--- src/rtl/prescale_detector_if.sv ---
// Bus between the prescale detector and its environment:
// divided-clock tick stream in, recovered one-hot prescale code out.
interface prescale_detector_if;
  logic       en;
  logic       tick;
  logic [5:0] prescale;
  logic       valid;
  logic       err;

  modport master (output en, output tick, input prescale, input valid, input err);
  modport slave  (input en, input tick, output prescale, output valid, output err);
endinterface

--- src/rtl/prescale_detector.sv ---
// Recovers the one-hot prescale code from a divided-clock tick stream by timing
// the interval between ticks and locking after LOCK_CNT equal legal intervals.
module prescale_detector #(
  parameter int CNT_WIDTH = 4,
  parameter int LOCK_CNT  = 2,
  parameter int TIMEOUT   = 15
) (
  input  logic               clk,
  input  logic               rst,
  prescale_detector_if.slave bus
);

  localparam int MW = $clog2(LOCK_CNT + 1);
  localparam logic [CNT_WIDTH-1:0] CNT_ONE    = CNT_WIDTH'(1);
  localparam logic [CNT_WIDTH-1:0] CNT_TMO    = CNT_WIDTH'(TIMEOUT);
  localparam logic [MW-1:0]        MATCH_ONE  = MW'(1);
  localparam logic [MW-1:0]        MATCH_LOCK = MW'(LOCK_CNT);

  typedef enum logic [1:0] {IDLE, MEASURE, LOCKED} state_t;

  state_t               state, state_d;
  logic [CNT_WIDTH-1:0] cnt, cnt_d;
  logic [CNT_WIDTH-1:0] cand, cand_d;
  logic [MW-1:0]        match, match_d;
  logic [5:0]           prescale_r, prescale_d;
  logic                 valid_r, valid_d;
  logic                 err_r, err_d;

  function automatic logic is_legal(input logic [CNT_WIDTH-1:0] iv);
    return (iv == CNT_WIDTH'(1)) || (iv == CNT_WIDTH'(2)) ||
           (iv == CNT_WIDTH'(4)) || (iv == CNT_WIDTH'(8));
  endfunction

  function automatic logic [5:0] code_of(input logic [CNT_WIDTH-1:0] iv);
    logic [5:0] c;
    c = 6'b100000;
    if (iv == CNT_WIDTH'(2))      c = 6'b010000;
    else if (iv == CNT_WIDTH'(4)) c = 6'b001000;
    else if (iv == CNT_WIDTH'(8)) c = 6'b000100;
    return c;
  endfunction

  always_ff @(posedge clk) begin
    if (rst) begin
      state      <= IDLE;
      cnt        <= '0;
      cand       <= '0;
      match      <= '0;
      prescale_r <= 6'b100000;
      valid_r    <= 1'b0;
      err_r      <= 1'b0;
    end else begin
      state      <= state_d;
      cnt        <= cnt_d;
      cand       <= cand_d;
      match      <= match_d;
      prescale_r <= prescale_d;
      valid_r    <= valid_d;
      err_r      <= err_d;
    end
  end

  // cnt holds the cycles since the last tick, so on a tick it is the interval itself.
  always_comb begin
    state_d    = state;
    cnt_d      = cnt;
    cand_d     = cand;
    match_d    = match;
    prescale_d = prescale_r;
    valid_d    = valid_r;
    err_d      = 1'b0;

    if (!bus.en) begin
      state_d = IDLE;
      valid_d = 1'b0;
      match_d = '0;
      cnt_d   = '0;
    end else if (state == IDLE) begin
      cnt_d = '0;
      if (bus.tick) begin
        cnt_d   = CNT_ONE;
        match_d = '0;
        state_d = MEASURE;
      end
    end else if (!bus.tick) begin
      if (cnt == CNT_TMO) begin
        err_d   = 1'b1;
        valid_d = 1'b0;
        match_d = '0;
        cnt_d   = '0;
        state_d = IDLE;
      end else begin
        cnt_d = cnt + CNT_ONE;
      end
    end else begin
      cnt_d = CNT_ONE;
      if (!is_legal(cnt)) begin
        err_d   = 1'b1;
        match_d = '0;
        valid_d = 1'b0;
        state_d = MEASURE;
      end else begin
        if (cnt == cand) begin
          if (match != MATCH_LOCK) match_d = match + MATCH_ONE;
        end else begin
          cand_d  = cnt;
          match_d = MATCH_ONE;
          if (state == LOCKED) begin
            valid_d = 1'b0;
            state_d = MEASURE;
          end
        end
        // Only a measuring detector may lock; a locked one that just lost its ratio must re-measure.
        if (state == MEASURE && match_d == MATCH_LOCK) begin
          prescale_d = code_of(cand_d);
          valid_d    = 1'b1;
          state_d    = LOCKED;
        end
      end
    end
  end

  assign bus.prescale = prescale_r;
  assign bus.valid    = valid_r;
  assign bus.err      = err_r;

endmodule

--- src/flat_wrapper.sv ---
// flat-port wrapper written by rule: the top's interface ports become plain ports
module prescale_detector_flat 
#(
  parameter int CNT_WIDTH = 4,
  parameter int LOCK_CNT  = 2,
  parameter int TIMEOUT   = 15
)
  (clk, rst, bus_en, bus_tick, bus_prescale, bus_valid, bus_err);
  prescale_detector_if bus_i ();
  input  logic clk;
  input  logic rst;
  input wire logic [$bits(bus_i.en)-1:0] bus_en;
  input wire logic [$bits(bus_i.tick)-1:0] bus_tick;
  output wire logic [$bits(bus_i.prescale)-1:0] bus_prescale;
  output wire logic [$bits(bus_i.valid)-1:0] bus_valid;
  output wire logic [$bits(bus_i.err)-1:0] bus_err;
  assign bus_i.en = bus_en;
  assign bus_i.tick = bus_tick;
  assign bus_prescale = bus_i.prescale;
  assign bus_valid = bus_i.valid;
  assign bus_err = bus_i.err;
  prescale_detector #(.CNT_WIDTH(CNT_WIDTH), .LOCK_CNT(LOCK_CNT), .TIMEOUT(TIMEOUT)) u_core (.clk(clk), .rst(rst), .bus(bus_i));
endmodule
--- config.mk ---
export PLATFORM = sky130hd
export DESIGN_NAME = prescale_detector_flat
export DESIGN_NICKNAME = d
export VERILOG_FILES = /design/src/rtl/prescale_detector_if.sv /design/src/rtl/prescale_detector.sv /design/src/flat_wrapper.sv
export SDC_FILE = /design/constraint.sdc
export NUM_CORES = 1
export LEC_CHECK = 0
export ABC_AREA = 1
export ABC_CLOCK_PERIOD_IN_PS = 1930
export BUFFER_PORTS_ARGS = -buffer_cell sky130_fd_sc_hd__buf_2
export CAP_MARGIN = 20
export CORE_MARGIN = 2
export CORE_UTILIZATION = 45
export DETAILED_ROUTE_END_ITERATION = 6
export PLACE_DENSITY = 0.63
export SLEW_MARGIN = 40
export SYNTH_ARGS = -nofsm -noshare
export SYNTH_HDL_FRONTEND = slang
export SYNTH_SLANG_ARGS = --single-unit
--- constraint.sdc ---
create_clock -name clk -period 1.93 [get_ports clk]
set_input_delay 0.0965 -clock clk [delete_from_list [all_inputs] [get_ports clk]]
set_output_delay 0.0965 -clock clk [all_outputs]
set_load 0.1 [all_outputs]
==> flow_summary_export.csv <==
group,metric,value,unit
status,outcome,"finished clean",
floorplanning,die_x,52.73,µm
final_layout,seq_area,360.3,µm²
logic_synthesis,yosysUniqueCellTypes,27,
global_routing,grt_max_degree,10,
clock_tree,cts_buffers,3,
critical_path,crit_arrival,1.96,ns
logic_synthesis,synth_area_per_cell,7.269,µm²
routing,wl,2062,µm
sta,setup_viol,0,
clock_tree,clock-root-buffer,"clkbuf_4",
sta,layout_setup_ws,0.1873,ns
critical_path,cp.required,2.14,ns
routing,vias,893,
placed_design,dp_slack,0.2241,ns
run,drv_cap,0,
global_routing,grt.overflow.total,0,
clock_tree,clkTransAtPathRegs,0.10,ns
final_layout,drive_gt1_frac,0.2308,
floorplanning,ios,12,
placed_design,dpl.hpwl,1677,µm
critical_path,crit_type,"flip-flop to flip-flop",
sta,timing.setup.tns,0,ns
final_layout,synthToLayoutAreaGrowth,6.791,%
routing,avgRoutedWirePerCell,11.21,µm
critical_path,crit_slowest_cell,"dfxtp_1",
critical_path,end_kind,"flip-flop",
sta,rsz0062_at_grt,"no",
clock_tree,clk_latency,0.29,ns
floorplanning,floorplan.initialDensity,0.4784,
floorplanning,die-area,0.002780,mm²
power,peakVddDrop,0.2657,mV
routing,drcViolationCount,0,
final_layout,final_nets,167,
logic_synthesis,synth-seq-cells,18,
power,leakage,0.4976,nW
critical_path,crit_chain,"inv_2 -> ha_1 -> o21ai_1 -> nand2_1 -> nand2_2 -> inv_1 -> nand2_1 -> o21ai_0 -> a21oi_1",
logic_synthesis,synthCells,147,
min_path,hold_path_class,"primary input to flip-flop",
sta,fmax,573.8,MHz
clock_tree,clkSinkCount,18,
final_layout,fillers,228,
power,p_per_area,545.3,mW/mm²
logic_synthesis,syn_area,0.001069,mm²
routing,antenna_left,0,
floorplanning,rows,17,
critical_path,path_max_fanout,8,
logic_synthesis,synth_area_leaders,"dfxtp_1 34%, nand2_1 9.8%, inv_1 6.7%, ha_1 5.9%, a21oi_1 5.6%",
floorplanning,die_h,52.73,µm
critical_path,path_common_cell,"nand2_1",
routing,drt_iter0_markers,19,
clock_tree,postCtsHoldBufs,0,
sta,min_period,1.743,ns
critical_path,critPathLaunchType,"flip-flop",
clock_tree,tritoncts,"yes",
sta,finClkSkew,0.004723,ns
critical_path,slowest_delay,0.47,ns
floorplanning,coreArea,0.002233,mm²
routing,dr.pass1.iters,5,
final_layout,num_antenna_cells,0,
final_layout,multiInputGateArea,581.8,µm²
routing,viasPerCell,4.853,
logic_synthesis,synth_top_area_frac,0.3372,
sta,min_period_over_period,0.9030,
clock_tree,ctsHtreeMaxLevel,1,
sta,hold_viol,0,
placed_design,port_buffers,9,
clock_tree,clk_path_buf_depth,2,
logic_synthesis,yosysWarnings,0,
global_routing,track_usage,0.1734,
sta,slew_violations,0,
clock_tree,cts_resized,0,
global_routing,grt_antenna_before_repair,0,
logic_synthesis,ys_seq_area_frac,0.3372,
placed_design,routabilityCongestion,0.8429,
global_routing,grt_pass1_vias,810,
global_routing,grt_pass1_wl,3519,µm
logic_synthesis,netlist.top_cell.by_area,"dfxtp_1",
clock_tree,post-cts-setup-buffers,0,
## worst paths after layout
path | from | end | slack, ns | cells after the start
setup / recovery | u_core.cnt[1] | u_core.cand[1] | 0.19 | 9
hold / removal | rst | u_core.bus.prescale[3] | 0.01 | 2
setup reg to reg | u_core.cnt[1] | u_core.cand[1] | 0.19 | 9
hold reg to reg | u_core.bus.prescale[4] | u_core.bus.prescale[4] | 0.45 | 2
## cells by family after synthesis
logic type | Yosys count | synth area share
xor gates and xnor gates | 2 | 0.01640
adders and majority gates | 5 | 0.05855
other | 1 | 0.003510
AOI/OAI and AO/OA | 23 | 0.1136
and+or+nand+nor | 69 | 0.3489
DFF | 18 | 0.3372
buffers and inverters | 29 | 0.1218
## report_power, final
part	switching [mW]	internal, mW	leakage (nW)	total (mW)
clock	0.111	0.0725	0.0138	0.183
sequential	0.00277	0.374	0.145	0.376
combinational	0.0492	0.0136	0.339	0.0628
## per-stage QoR
step                        util  cell area (µm²)  cells  total power [mW]  hold WS [ns]
final                     0.5109             1141    184            0.6222      0.009746
after global routing      0.5109             1141    184            0.6569      0.001358
after CTS                 0.5109             1141    184            0.6335     0.0003020
after detailed placement  0.5008             1119    181            0.4474        0.3225
after global placement    0.5008             1119    181            0.4469        0.3154
after floorplan                -             1072    148            0.4375        0.1656
## state kept, by name, summed over array words and instances, names as in the netlist
| register | count |
|---|---|
| u_core.cand | 4 |
| u_core.state | 2 |
| u_core.bus.prescale | 4 |
| u_core.bus.valid | 1 |
| u_core.match | 2 |
| u_core.cnt | 4 |
| u_core.bus.err | 1 |
## placed cells by master (no fill, tap or decap), types with 4 or more instances in the layout
cell,count
ha_1,5
o21ai_0,5
o21ai_1,4
inv_1,19
dfxtp_1,18
nor2_1,10
nand2_2,5
nand2_1,28
buf_2,9
inv_2,5
a21oi_1,12
nor2_4,5
nand3_1,9
## synthesized netlist by cell type
master,number
or2_2,1
nand4_1,1
xor2_1,1
inv_4,1
a22oi_1,1
ha_1,5
nand2_1,28
nand2_4,3
nand3_4,1
xnor2_1,1
a21oi_2,1
nor4_1,1
nand3_1,9
nor2_4,5
inv_1,19
dfxtp_1,18
nor2_2,2
nand2_2,5
buf_4,3
a21oi_1,12
nor3_1,3
conb_1,1
nor2_1,10
inv_2,5
o21ai_1,4
o21ai_0,5
buf_6,1
## cell type report
cell class / instances / area share
flip-flops and latches: 18 / 0.3158
multi-input cells: 101 / 0.5099
inverters: 25 / 0.08443
repair buffers: 9 / 0.03947
well taps: 28 / 0.03070
clock buffers: 3 / 0.01974
## per-layer routing
layer,wire [µm],track usage,vias up,share of wire
met4,31,0.07692,0,0.015
met3,65,0.02571,4,0.032
met2,984,0.2792,14,0.48
met1,980,0.2266,401,0.48
met5,0,0,-,0
li1,-,-,474,-
## critical path, delay by kind of cell (launching register included)
| kind | cells | cell delay [ns] |
|---|---|---|
| flops | 1 | 0.47 |
| fa+ha+maj | 1 | 0.20 |
| buf+inv | 2 | 0.17 |
| simple gates | 3 | 0.41 |
| compound gates | 3 | 0.41 |
No activity file was read; power rests on OpenSTA's default activity.
